File: config.mk
export PLATFORM = sky130hd
export DESIGN_NAME = dest_switching_flat
export DESIGN_NICKNAME = d
export VERILOG_FILES = /design/src/rtl/dest_switching_pkg.sv /design/src/rtl/dest_switching_if.sv /design/src/rtl/dest_switching_fifo.sv /design/src/rtl/dest_switching.sv /design/src/flat_wrapper.sv
export SDC_FILE = /design/constraint.sdc
export NUM_CORES = 1
export LEC_CHECK = 0
export BUFFER_PORTS_ARGS = -buffer_cell sky130_fd_sc_hd__buf_4
export CAP_MARGIN = 5
export CORE_AREA = 3 3 91 93
export CTS_BUF_LIST = sky130_fd_sc_hd__clkbuf_8
export DETAILED_ROUTE_END_ITERATION = 10
export DIE_AREA = 0 0 94 96
export GPL_ROUTABILITY_DRIVEN = 0
export PLACE_DENSITY = 0.88
export SLEW_MARGIN = 30
export SYNTH_ARGS = -nofsm -noshare
export SYNTH_HDL_FRONTEND = slang
export SYNTH_SLANG_ARGS = --single-unit
File: constraint.sdc
create_clock -name clk -period 2.8 [get_ports clk]
set_input_delay 0.14 -clock clk [delete_from_list [all_inputs] [get_ports clk]]
set_output_delay 0.14 -clock clk [all_outputs]
set_load 0.1 [all_outputs]
File: src/rtl/dest_switching_pkg.sv
// Shared constants for the destination-switching layer: word layout,
// default sizes and arbiter state encoding.
package dest_switching_pkg;

  localparam int DATA_SIZE_DEF  = 10;
  localparam int FIFO_DEPTH_DEF = 4;

  localparam int CLASS_BIT = DATA_SIZE_DEF - 1;
  localparam int DEST_BIT  = DATA_SIZE_DEF - 2;

  localparam logic [0:0] PRIO_HI = 1'b0;
  localparam logic [0:0] PRIO_LO = 1'b1;

endpackage

File: src/rtl/dest_switching_if.sv
// Upstream class-FIFO heads and downstream destination-FIFO ports.
// master = surrounding dataflow, slave = dest_switching.
interface dest_switching_if #(
  parameter int DATA_SIZE = 10
);
  logic [DATA_SIZE-1:0] in0;
  logic                 in0_empty;
  logic                 in0_pop;
  logic [DATA_SIZE-1:0] in1;
  logic                 in1_empty;
  logic                 in1_pop;
  logic [DATA_SIZE-1:0] out0;
  logic [DATA_SIZE-1:0] out1;
  logic                 pop0;
  logic                 pop1;
  logic                 empty0;
  logic                 empty1;
  logic                 full0;
  logic                 full1;
  logic                 almost_full0;
  logic                 almost_full1;
  logic                 almost_empty0;
  logic                 almost_empty1;
  logic                 Error;

  modport master (
    output in0, in0_empty, in1, in1_empty, pop0, pop1,
    input  in0_pop, in1_pop, out0, out1, empty0, empty1, full0, full1,
           almost_full0, almost_full1, almost_empty0, almost_empty1, Error
  );

  modport slave (
    input  in0, in0_empty, in1, in1_empty, pop0, pop1,
    output in0_pop, in1_pop, out0, out1, empty0, empty1, full0, full1,
           almost_full0, almost_full1, almost_empty0, almost_empty1, Error
  );
endinterface

File: src/rtl/dest_switching_fifo.sv
// Show-ahead synchronous FIFO with occupancy flags; err pulses when a pop
// arrives while empty (that pop is ignored).
module dest_fifo
  import dest_switching_pkg::*;
#(
  parameter int DATA_SIZE = DATA_SIZE_DEF,
  parameter int DEPTH     = FIFO_DEPTH_DEF,
  parameter int AF_THRESH = 3,
  parameter int AE_THRESH = 1
) (
  input  logic                 clk,
  input  logic                 rst_n,
  input  logic                 push,
  input  logic [DATA_SIZE-1:0] din,
  input  logic                 pop,
  output logic [DATA_SIZE-1:0] dout,
  output logic                 empty,
  output logic                 full,
  output logic                 almost_full,
  output logic                 almost_empty,
  output logic                 err
);
  localparam int PW = $clog2(DEPTH);
  localparam int CW = $clog2(DEPTH + 1);

  logic [DATA_SIZE-1:0] mem [DEPTH];
  logic [PW-1:0]        wr_ptr, rd_ptr;
  logic [CW-1:0]        count;
  logic                 do_push, do_pop;

  assign do_push = push & ~full;
  assign do_pop  = pop & ~empty;
  assign err     = pop & empty;

  // NOTE: sequential state uses non-blocking assignments so every register samples pre-edge values.
  always_ff @(posedge clk or negedge rst_n) begin
    if (!rst_n) begin
      wr_ptr <= '0;
      rd_ptr <= '0;
      count  <= '0;
    end else begin
      if (do_push) wr_ptr <= wr_ptr + 1'b1;
      if (do_pop)  rd_ptr <= rd_ptr + 1'b1;
      case ({do_push, do_pop})
        2'b10:   count <= count + 1'b1;
        2'b01:   count <= count - 1'b1;
        default: count <= count;
      endcase
    end
  end

  // NOTE: storage is deliberately not reset; a zero count hides stale words.
  always_ff @(posedge clk) begin
    if (do_push) mem[wr_ptr] <= din;
  end

  assign empty        = (count == '0);
  assign full         = (count == CW'(DEPTH));
  assign almost_full  = (count >= CW'(AF_THRESH));
  assign almost_empty = (count <= CW'(AE_THRESH));
  assign dout         = empty ? '0 : mem[rd_ptr];

endmodule

File: src/rtl/dest_switching.sv
// Weighted round-robin between the class-0/class-1 FIFO heads (favouring
// class 1), routing each granted word into the FIFO named by its dest bit.
module dest_switching
  import dest_switching_pkg::*;
#(
  parameter int DATA_SIZE  = DATA_SIZE_DEF,
  parameter int FIFO_DEPTH = FIFO_DEPTH_DEF,
  parameter int AF_THRESH  = 3,
  parameter int AE_THRESH  = 1,
  parameter int WEIGHT     = 3
) (
  input logic             clk,
  input logic             reset,
  dest_switching_if.slave bus
);
  // Destination bit sits directly below the class bit, at any word width.
  localparam int              DEST = DATA_SIZE - 1 - (CLASS_BIT - DEST_BIT);
  localparam int              CW   = $clog2(WEIGHT + 1);
  localparam logic [CW-1:0]   WMAX = CW'(WEIGHT);

  logic [0:0]           state_q, state_d;
  logic [CW-1:0]        cnt_q, cnt_d;
  logic                 dest0, dest1, elig0, elig1, grant0, grant1;
  logic                 full_f0, full_f1, err_f0, err_f1, err_q;
  logic                 push_f0, push_f1;
  logic [DATA_SIZE-1:0] din_f;

  assign dest0 = bus.in0[DEST];
  assign dest1 = bus.in1[DEST];
  // Registered full only: a same-cycle downstream pop never frees space.
  assign elig0 = ~bus.in0_empty & ~(dest0 ? full_f1 : full_f0);
  assign elig1 = ~bus.in1_empty & ~(dest1 ? full_f1 : full_f0);

  // NOTE: combinational block uses blocking assignments with defaults first, so no latches form.
  always_comb begin
    grant0  = 1'b0;
    grant1  = 1'b0;
    state_d = state_q;
    cnt_d   = cnt_q;
    case (state_q)
      PRIO_HI: begin
        if (elig1 && (cnt_q < WMAX || !elig0)) begin
          grant1 = 1'b1;
          cnt_d  = (cnt_q == WMAX) ? cnt_q : cnt_q + 1'b1;
          if (cnt_d == WMAX && elig0) state_d = PRIO_LO;
        end else if (elig0) begin
          grant0 = 1'b1;
          cnt_d  = '0;
        end
      end
      PRIO_LO: begin
        if (elig0)      grant0 = 1'b1;
        else if (elig1) grant1 = 1'b1;
        if (elig0 || elig1) begin
          state_d = PRIO_HI;
          cnt_d   = '0;
        end
      end
      default: begin
        state_d = PRIO_HI;
        cnt_d   = '0;
      end
    endcase
  end

  always_ff @(posedge clk or negedge reset) begin
    if (!reset) begin
      state_q <= PRIO_HI;
      cnt_q   <= '0;
      err_q   <= 1'b0;
    end else begin
      state_q <= state_d;
      cnt_q   <= cnt_d;
      err_q   <= err_q | err_f0 | err_f1;
    end
  end

  // Pops are gated by reset so upstream sees none while reset is held.
  assign bus.in0_pop = grant0 & reset;
  assign bus.in1_pop = grant1 & reset;
  assign bus.Error   = err_q;

  assign din_f   = grant1 ? bus.in1 : bus.in0;
  assign push_f0 = (grant0 & ~dest0) | (grant1 & ~dest1);
  assign push_f1 = (grant0 &  dest0) | (grant1 &  dest1);

  dest_fifo #(
    .DATA_SIZE(DATA_SIZE), .DEPTH(FIFO_DEPTH),
    .AF_THRESH(AF_THRESH), .AE_THRESH(AE_THRESH)
  ) u_fifo0 (
    .clk         (clk),
    .rst_n       (reset),
    .push        (push_f0),
    .din         (din_f),
    .pop         (bus.pop0),
    .dout        (bus.out0),
    .empty       (bus.empty0),
    .full        (full_f0),
    .almost_full (bus.almost_full0),
    .almost_empty(bus.almost_empty0),
    .err         (err_f0)
  );

  dest_fifo #(
    .DATA_SIZE(DATA_SIZE), .DEPTH(FIFO_DEPTH),
    .AF_THRESH(AF_THRESH), .AE_THRESH(AE_THRESH)
  ) u_fifo1 (
    .clk         (clk),
    .rst_n       (reset),
    .push        (push_f1),
    .din         (din_f),
    .pop         (bus.pop1),
    .dout        (bus.out1),
    .empty       (bus.empty1),
    .full        (full_f1),
    .almost_full (bus.almost_full1),
    .almost_empty(bus.almost_empty1),
    .err         (err_f1)
  );

  assign bus.full0 = full_f0;
  assign bus.full1 = full_f1;

endmodule

File: src/flat_wrapper.sv
// flat-port wrapper written by rule: the top's interface ports become plain ports
module dest_switching_flat import dest_switching_pkg::*;
#(
  parameter int DATA_SIZE  = DATA_SIZE_DEF,
  parameter int FIFO_DEPTH = FIFO_DEPTH_DEF,
  parameter int AF_THRESH  = 3,
  parameter int AE_THRESH  = 1,
  parameter int WEIGHT     = 3
)
  (clk, reset, bus_in0, bus_in0_empty, bus_in1, bus_in1_empty, bus_pop0, bus_pop1, bus_in0_pop, bus_in1_pop, bus_out0, bus_out1, bus_empty0, bus_empty1, bus_full0, bus_full1, bus_almost_full0, bus_almost_full1, bus_almost_empty0, bus_almost_empty1, bus_Error);
  dest_switching_if #(.DATA_SIZE(DATA_SIZE)) bus_i ();
  input logic clk;
  input logic reset;
  input wire logic [$bits(bus_i.in0)-1:0] bus_in0;
  input wire logic [$bits(bus_i.in0_empty)-1:0] bus_in0_empty;
  input wire logic [$bits(bus_i.in1)-1:0] bus_in1;
  input wire logic [$bits(bus_i.in1_empty)-1:0] bus_in1_empty;
  input wire logic [$bits(bus_i.pop0)-1:0] bus_pop0;
  input wire logic [$bits(bus_i.pop1)-1:0] bus_pop1;
  output wire logic [$bits(bus_i.in0_pop)-1:0] bus_in0_pop;
  output wire logic [$bits(bus_i.in1_pop)-1:0] bus_in1_pop;
  output wire logic [$bits(bus_i.out0)-1:0] bus_out0;
  output wire logic [$bits(bus_i.out1)-1:0] bus_out1;
  output wire logic [$bits(bus_i.empty0)-1:0] bus_empty0;
  output wire logic [$bits(bus_i.empty1)-1:0] bus_empty1;
  output wire logic [$bits(bus_i.full0)-1:0] bus_full0;
  output wire logic [$bits(bus_i.full1)-1:0] bus_full1;
  output wire logic [$bits(bus_i.almost_full0)-1:0] bus_almost_full0;
  output wire logic [$bits(bus_i.almost_full1)-1:0] bus_almost_full1;
  output wire logic [$bits(bus_i.almost_empty0)-1:0] bus_almost_empty0;
  output wire logic [$bits(bus_i.almost_empty1)-1:0] bus_almost_empty1;
  output wire logic [$bits(bus_i.Error)-1:0] bus_Error;
  assign bus_i.in0 = bus_in0;
  assign bus_i.in0_empty = bus_in0_empty;
  assign bus_i.in1 = bus_in1;
  assign bus_i.in1_empty = bus_in1_empty;
  assign bus_i.pop0 = bus_pop0;
  assign bus_i.pop1 = bus_pop1;
  assign bus_in0_pop = bus_i.in0_pop;
  assign bus_in1_pop = bus_i.in1_pop;
  assign bus_out0 = bus_i.out0;
  assign bus_out1 = bus_i.out1;
  assign bus_empty0 = bus_i.empty0;
  assign bus_empty1 = bus_i.empty1;
  assign bus_full0 = bus_i.full0;
  assign bus_full1 = bus_i.full1;
  assign bus_almost_full0 = bus_i.almost_full0;
  assign bus_almost_full1 = bus_i.almost_full1;
  assign bus_almost_empty0 = bus_i.almost_empty0;
  assign bus_almost_empty1 = bus_i.almost_empty1;
  assign bus_Error = bus_i.Error;
  dest_switching #(.DATA_SIZE(DATA_SIZE), .FIFO_DEPTH(FIFO_DEPTH), .AF_THRESH(AF_THRESH), .AE_THRESH(AE_THRESH), .WEIGHT(WEIGHT)) u_core (.clk(clk), .reset(reset), .bus(bus_i));
endmodule
-- Word level (Yosys, flattened, before mapping)
Memories as Yosys holds them, arrays and structs flattened.
Cells that the tools add are included.
- output and inout bits: 31
- flip-flop bits (word level): 18
- memory bits (writable): 80
- memories kept: 2
- input bits: 26
- memory list (name ; words ; width ; rd ports ; clocked after Yosys merged registers in ; write ports ; line ; RTL):
    u_core.u_fifo0.mem ; 4 ; 10 ; 1 ; 0 ; 1 ; dest_switching_fifo.sv:26 ; logic [DATA_SIZE-1:0] mem [DEPTH];
    u_core.u_fifo1.mem ; 4 ; 10 ; 1 ; 0 ; 1 ; dest_switching_fifo.sv:26 ;
- magnitude comparators: 5
- reduce and logical (&&, ||, !) cells: 10
- add/subtract/negate cells: 9
- equal/unequal tests: 10
- muxes and demuxes: 27
- bitwise logic cells: 29
- operators with widths (cell ; count):
    two-way mux 10 bit ; 3
    AND 1 bit ; 14
    two-way mux 1 bit ; 14
    case mux 3 bit (2 select lines) ; 2
    inverter 1 bit ; 11
    adder 2 x 1 -> 2 bit (second input constant) ; 5
    == test 2 bit (second input constant) ; 4
    two-way mux 2 bit ; 4
    adder 3 x 1 -> 3 bit (second input constant) ; 2
    == test 3 bit (second input constant) ; 2
    >= comparator 3 x 2 -> 1 bit (second input constant) ; 2
    <= comparator 3 x 1 -> 1 bit (second input constant) ; 2
    zero test 3 bit ; 2
    case mux 1 bit (2 select lines) ; 3
    subtractor 3 x 1 -> 3 bit (second input constant) ; 2
    == test 2 x 1 -> 1 bit (second input constant) ; 2
    bitwise OR 1 bit ; 4
    case mux 2 bit (2 select lines) ; 1
    nonzero test 2 bit ; 2
    != test 3 x 1 -> 1 bit (second input constant) ; 1
    logical AND 1 bit ; 2
    logical OR 1 bit ; 2
    < comparator 2 bit (second input constant) ; 1
    != test 2 bit (second input constant) ; 1
    2 further kinds ; 2

-- Longest topological paths before layout
- word-level depth: 14
- mapped depth: 10
- gate-level depth less buffers: 10

-- Cells and area by module
Synthesis repeated with hierarchy kept, for this count alone.
- cell total of the unflattened synthesis: 300
- area, all modules: 4510.6 µm²
- modules (own cells, without submodules) (module ; instances ; area each (µm²) ; cells an instance):
    dest_fifo ; 2 ; 2024.4 ; 128
    dest_switching ; 1 ; 461.7 ; 44

-- Worst setup path after synthesis
OpenSTA, ideal clock, no wires.
- kind: register -> output
- start: register u_core.u_fifo0.count[0]
- end: output port bus_in0_pop
- cell stages (with the launch flop): 6
- data required time: 2660 ps
- setup slack: -507 ps
- path buffers: 0
- arrival: 3167 ps
- cell sequence: dfrtp_1 > inv_1 > ha_1 > a211oi_2 > a21oi_4 > nor3_1
- cells in the longest elaborated chain, start to end: 10
- elaborated cells on any way between the ends: 14
- those cells by class: 1 x eq/ne; 5 x mux; 5 x bitwise; 3 x reduce/logical
- RTL lines (element ; line ; RTL):
    start, declared ; dest_switching_fifo.sv:28 ; logic [CW-1:0] count;
    start signal, assigned ; dest_switching_fifo.sv:45 ; 2'b10: count <= count + 1'b1;
    start signal, assigned ; dest_switching_fifo.sv:46 ; 2'b01: count <= count - 1'b1;
    start signal, assigned ; dest_switching_fifo.sv:47 ; default: count <= count;
    == test 3 bit * ; dest_switching_fifo.sv:58 ; assign full = (count == CW'(DEPTH));
    two-way mux 1 bit ; dest_switching.sv:31 ; assign elig0 = ~bus.in0_empty & ~(dest0 ? full_f1 : full_f0);
    inverter 1 bit ; dest_switching.sv:31 ;
    AND 1 bit ; dest_switching.sv:31 ;
    zero test 1 bit ; dest_switching.sv:42 ; if (elig1 && (cnt_q < WMAX || !elig0)) begin
    logical OR 1 bit ; dest_switching.sv:42 ;
    logical AND 1 bit ; dest_switching.sv:42 ;
    two-way mux 1 bit ; dest_switching.sv:42 ;
    case mux 1 bit (2 select lines) * ; dest_switching.sv:40 ; case (state_q)
    AND 1 bit * ; dest_switching.sv:79 ; assign bus.in0_pop = grant0 & reset;
    end, declared ; flat_wrapper.sv:20 ; output wire logic [$bits(bus_i.in0_pop)-1:0] bus_in0_pop;
Every way passes the cells marked *; elsewhere a longest branch is shown, timed or not.

-- Worst setup path after layout
- start: register u_core.u_fifo0.count[0]
- end: register u_core.u_fifo1.count[2]
- cells in the longest elaborated chain, start to end: 14
- elaborated cells on any way between the ends: 25
- those cells by class: 3 x eq/ne; 10 x mux; 8 x bitwise; 4 x reduce/logical
- RTL lines (element ; line ; RTL):
    == test 3 bit * ; dest_switching_fifo.sv:58 ;
    two-way mux 1 bit ; dest_switching.sv:31 ;
    inverter 1 bit ; dest_switching.sv:31 ;
    AND 1 bit ; dest_switching.sv:31 ;
    zero test 1 bit ; dest_switching.sv:42 ;
    logical OR 1 bit ; dest_switching.sv:42 ;
    logical AND 1 bit ; dest_switching.sv:42 ;
    two-way mux 1 bit ; dest_switching.sv:42 ;
    case mux 1 bit (2 select lines) ; dest_switching.sv:40 ;
    AND 1 bit ; dest_switching.sv:85 ; assign push_f1 = (grant0 & dest0) | (grant1 & dest1);
    bitwise OR 1 bit * ; dest_switching.sv:85 ;
    AND 1 bit * ; dest_switching_fifo.sv:31 ; assign do_push = push & ~full;
    == test 2 x 1 -> 1 bit or == test 2 bit (tied branches) ; dest_switching_fifo.sv:44 ; case ({do_push, do_pop})
    case mux 3 bit (2 select lines) or nonzero test 2 bit (tied branches) ; n/a ;
    end signal, assigned ; dest_switching_fifo.sv:45 ;
    end signal, assigned ; dest_switching_fifo.sv:46 ;
    end signal, assigned ; dest_switching_fifo.sv:47 ;
    end, declared ; dest_switching_fifo.sv:28 ;
Marked as above.
A chain may end at the register's enable or synchronous reset.

==> results.sh <==
export IMPL_cp_required_ns=3.05
export IMPL_dpl_cell_count=424
export IMPL_placed_cell_area_sq_um=5060
export IMPL_cts_reportedPaths_clkPinSlew_ns=0.09
export IMPL_drtIter0Drc=152
export IMPL_viasPerCell=5.46
export IMPL_cts_htree_levels=3
export IMPL_startpoint_type="flop"
export IMPL_synth_main_ff_cell="edfxtp_1"
export IMPL_num_rows=32
export IMPL_synth_distinct_cells=42
export IMPL_grt_pass1_vias=2467
export IMPL_synth_edf_count=80
export IMPL_clockRootBuffer="clkbuf_8"
export IMPL_postCtsSetupBuffers=0
export IMPL_cts_tree="yes"
export IMPL_start_util_pct=59.2
export IMPL_async_flop_share_pct=18.4
export IMPL_critical_path_arrival_ns=2.78
export IMPL_final_util_pct=69.2
export IMPL_drv_cap=0
export IMPL_vias=2410
export IMPL_final_cells=441
export IMPL_dp_hpwl_mm=5.55
export IMPL_synth_area_sq_um=4510
export IMPL_setup_viol=0
export IMPL_clkLatencyLatePin_ns=0.36
export IMPL_pin_count=57
export IMPL_antenna_found_initial=0
export IMPL_rsz0062_at_grt="false"
export IMPL_die_h_microns=96
export IMPL_finalSetupTns_ns=0
export IMPL_dr_pass1_iters=4
export IMPL_grt_overflow_total=0
export IMPL_timing_fmax_mhz=395
export IMPL_final_cell_area_sq_um=5260
export IMPL_grt_util_met3_pct=3.36
export IMPL_ant_nets=0
export IMPL_port_buffers=56
export IMPL_routed_wl_mm=7.90
export IMPL_clock_sinks=98
export IMPL_syn_area_per_cell_sq_um=16.6
export IMPL_area_growth_synth_to_final_pct=16.7
export IMPL_drc_errors=0
export IMPL_crit_path_end_kind="flop"
export IMPL_track_usage_pct=18.7
export IMPL_cts_buffers=9
export IMPL_fin_crit_sh_pct=90.4
export IMPL_finalHoldViolCount=0
export IMPL_path_class="reg2reg"
export IMPL_worstPathMaxFanout=7
export IMPL_yosys_warnings=0
export IMPL_syn_nets=317
export IMPL_core_area_sq_um=7610
export IMPL_final_max_slew_viol_count=0
export IMPL_gr_usage_met1_pct=24.8
export IMPL_die_w_microns=94
export IMPL_status="complete, no violations"
export IMPL_cts_resized=0
export IMPL_synth_seq_cells=98
export IMPL_drive_gt1_share_pct=36.9
export IMPL_grt_busiest_layer="met2"
export IMPL_yosysSeqAreaShare_pct=63.3
export IMPL_cts_buffer_depth=2
export IMPL_finClkSkew_ns=0.0125
export IMPL_dieArea_sq_um=9020
export IMPL_syn_inst=271
export IMPL_worstMarginPinSlew_ns=0.671
export IMPL_post_drt_wl_per_cell_microns=17.9
export IMPL_slew_headroom_pct=55.3
export IMPL_cts_hold_buf=1
export IMPL_grt_max_degree=20
export IMPL_grt_pass1_wl_mm=12.4
export IMPL_diodes=0
export IMPL_fin_nets=380
export IMPL_min_path_type="in2reg"
export IMPL_gr_usage_met2_pct=31.1
export IMPL_fin_crit_ns=2.53
## metal layers
layer  part of all wire (%)  wire length, microns
met5                      0                     0
met4                    1.6                   129
met3                    5.3                   422
met2                     49                  3890
met1                     44                  3450
## layout by cell type (no fill, tap or decap), drive strengths merged, types with 2 or more instances in the layout
cell type | synthesis | layout
inv | 14 | 17
ha | 20 | 20
xnor2 | 8 | 8
o311ai | 2 | 2
clkinv | 0 | 2
nor4b | 2 | 2
nor3b | 2 | 2
mux4 | 20 | 20
nand2 | 8 | 8
mux2 | 11 | 11
nor2 | 9 | 9
buf | 4 | 59
a211oi | 2 | 2
clkbuf | 4 | 9
o21ai | 7 | 7
a21oi | 5 | 5
dfrtp | 18 | 18
nor3 | 2 | 2
and2 | 10 | 10
edfxtp | 80 | 80
xor2 | 2 | 2
o21bai | 2 | 2
nor2b | 27 | 27
## per-stage QoR
stage	setup WS (ns)	hold WS, ns
2_1_floorplan	-0.394	-0.156
3_3_place_gp	0.442	0.0276
3_5_place_dp	0.258	0.0370
4_1_cts	0.251	0.0262
5_1_grt	0.000912	0.0425
6_report	0.269	0.0381
## area by class of cell
type | instances | area [sq um]
clock inverter | 7 | 68.8
clock buffer | 9 | 124
sequential | 98 | 2850
tap | 102 | 128
fill | 510 | 2350
timing repair buffer | 60 | 453
multi-input combinational | 151 | 1580
inverter | 14 | 52.6
## state kept, by name (all words and copies together), names as in the netlist
register / flops
u_core.bus.Error: 1
u_core.cnt_q: 2
u_core.state_q: 1
u_core.u_fifo0.count: 3
u_core.u_fifo0.mem: 40
u_core.u_fifo0.rd_ptr: 2
u_core.u_fifo0.wr_ptr: 2
u_core.u_fifo1.count: 3
u_core.u_fifo1.mem: 40
u_core.u_fifo1.rd_ptr: 2
u_core.u_fifo1.wr_ptr: 2
## synth_stat cells (2+ instances only)
master	n	area, sq um
edfxtp_1	80	2400
nor2b_1	26	163
ha_1	20	250
mux4_2	20	450
dfrtp_1	18	450
inv_1	14	52.6
and2_1	10	62.6
mux2_4	9	135
nor2_1	9	33.8
xnor2_1	8	70.1
nand2_1	7	26.3
o21ai_0	7	35.0
clkbuf_1	4	15.0
a21oi_1	3	15.0
a21oi_4	2	32.5
buf_2	2	10.0
buf_6	2	22.5
mux2_2	2	22.5
nor3b_1	2	15.0
nor4b_1	2	17.5
o311ai_0	2	17.5
xor2_1	2	17.5
## cells by family (layout without fill, tap and decap cells)
kind of cell | Yosys count | in the layout | share of synthesized area (%)
AND/OR/NAND/NOR | 64 | 64 | 8.44
AO/OA/AOI/OAI | 26 | 26 | 5.05
multiplexers | 31 | 31 | 13.5
XOR/XNOR | 10 | 10 | 1.94
buffers and inverters | 22 | 90 | 2.22
adder cells (fa/ha/maj) | 20 | 20 | 5.55
flip-flops | 98 | 98 | 63.3
## path summary, 6_finish.rpt
path                                                      from                                   end  slack (ns)  depth (start not counted)
max                        u_core.u_fifo0.count[0]$_DFFE_PN0P_   u_core.u_fifo1.count[2]$_DFFE_PN0P_        0.27                         10
min                                                   bus_pop1            u_core.bus.Error$_DFF_PN0_        0.04                          2
max reg2reg                u_core.u_fifo0.count[0]$_DFFE_PN0P_   u_core.u_fifo1.count[2]$_DFFE_PN0P_        0.27                         10
min reg2reg                         u_core.bus.Error$_DFF_PN0_            u_core.bus.Error$_DFF_PN0_        0.50                          1
max in group asynchronous                                reset  u_core.u_fifo0.wr_ptr[0]$_DFFE_PN0P_        2.38                          2
min in group asynchronous                                reset  u_core.u_fifo0.rd_ptr[1]$_DFFE_PN0P_        0.19                          2
## worst max-delay path: stages, from the launching register on
cell and delay [ns]:
dfrtp_1 0.43, inv_1 0.13, ha_1 0.27, a211oi_2 0.14, and2_1 0.21, nor3_4 0.35
inv_1 0.09, ha_1 0.38, nor3b_1 0.21, o21ai_0 0.11, o311ai_0 0.10
Power is not shown: default switching activity piles up to over one toggle a cycle in this logic, so the estimate is an artifact.
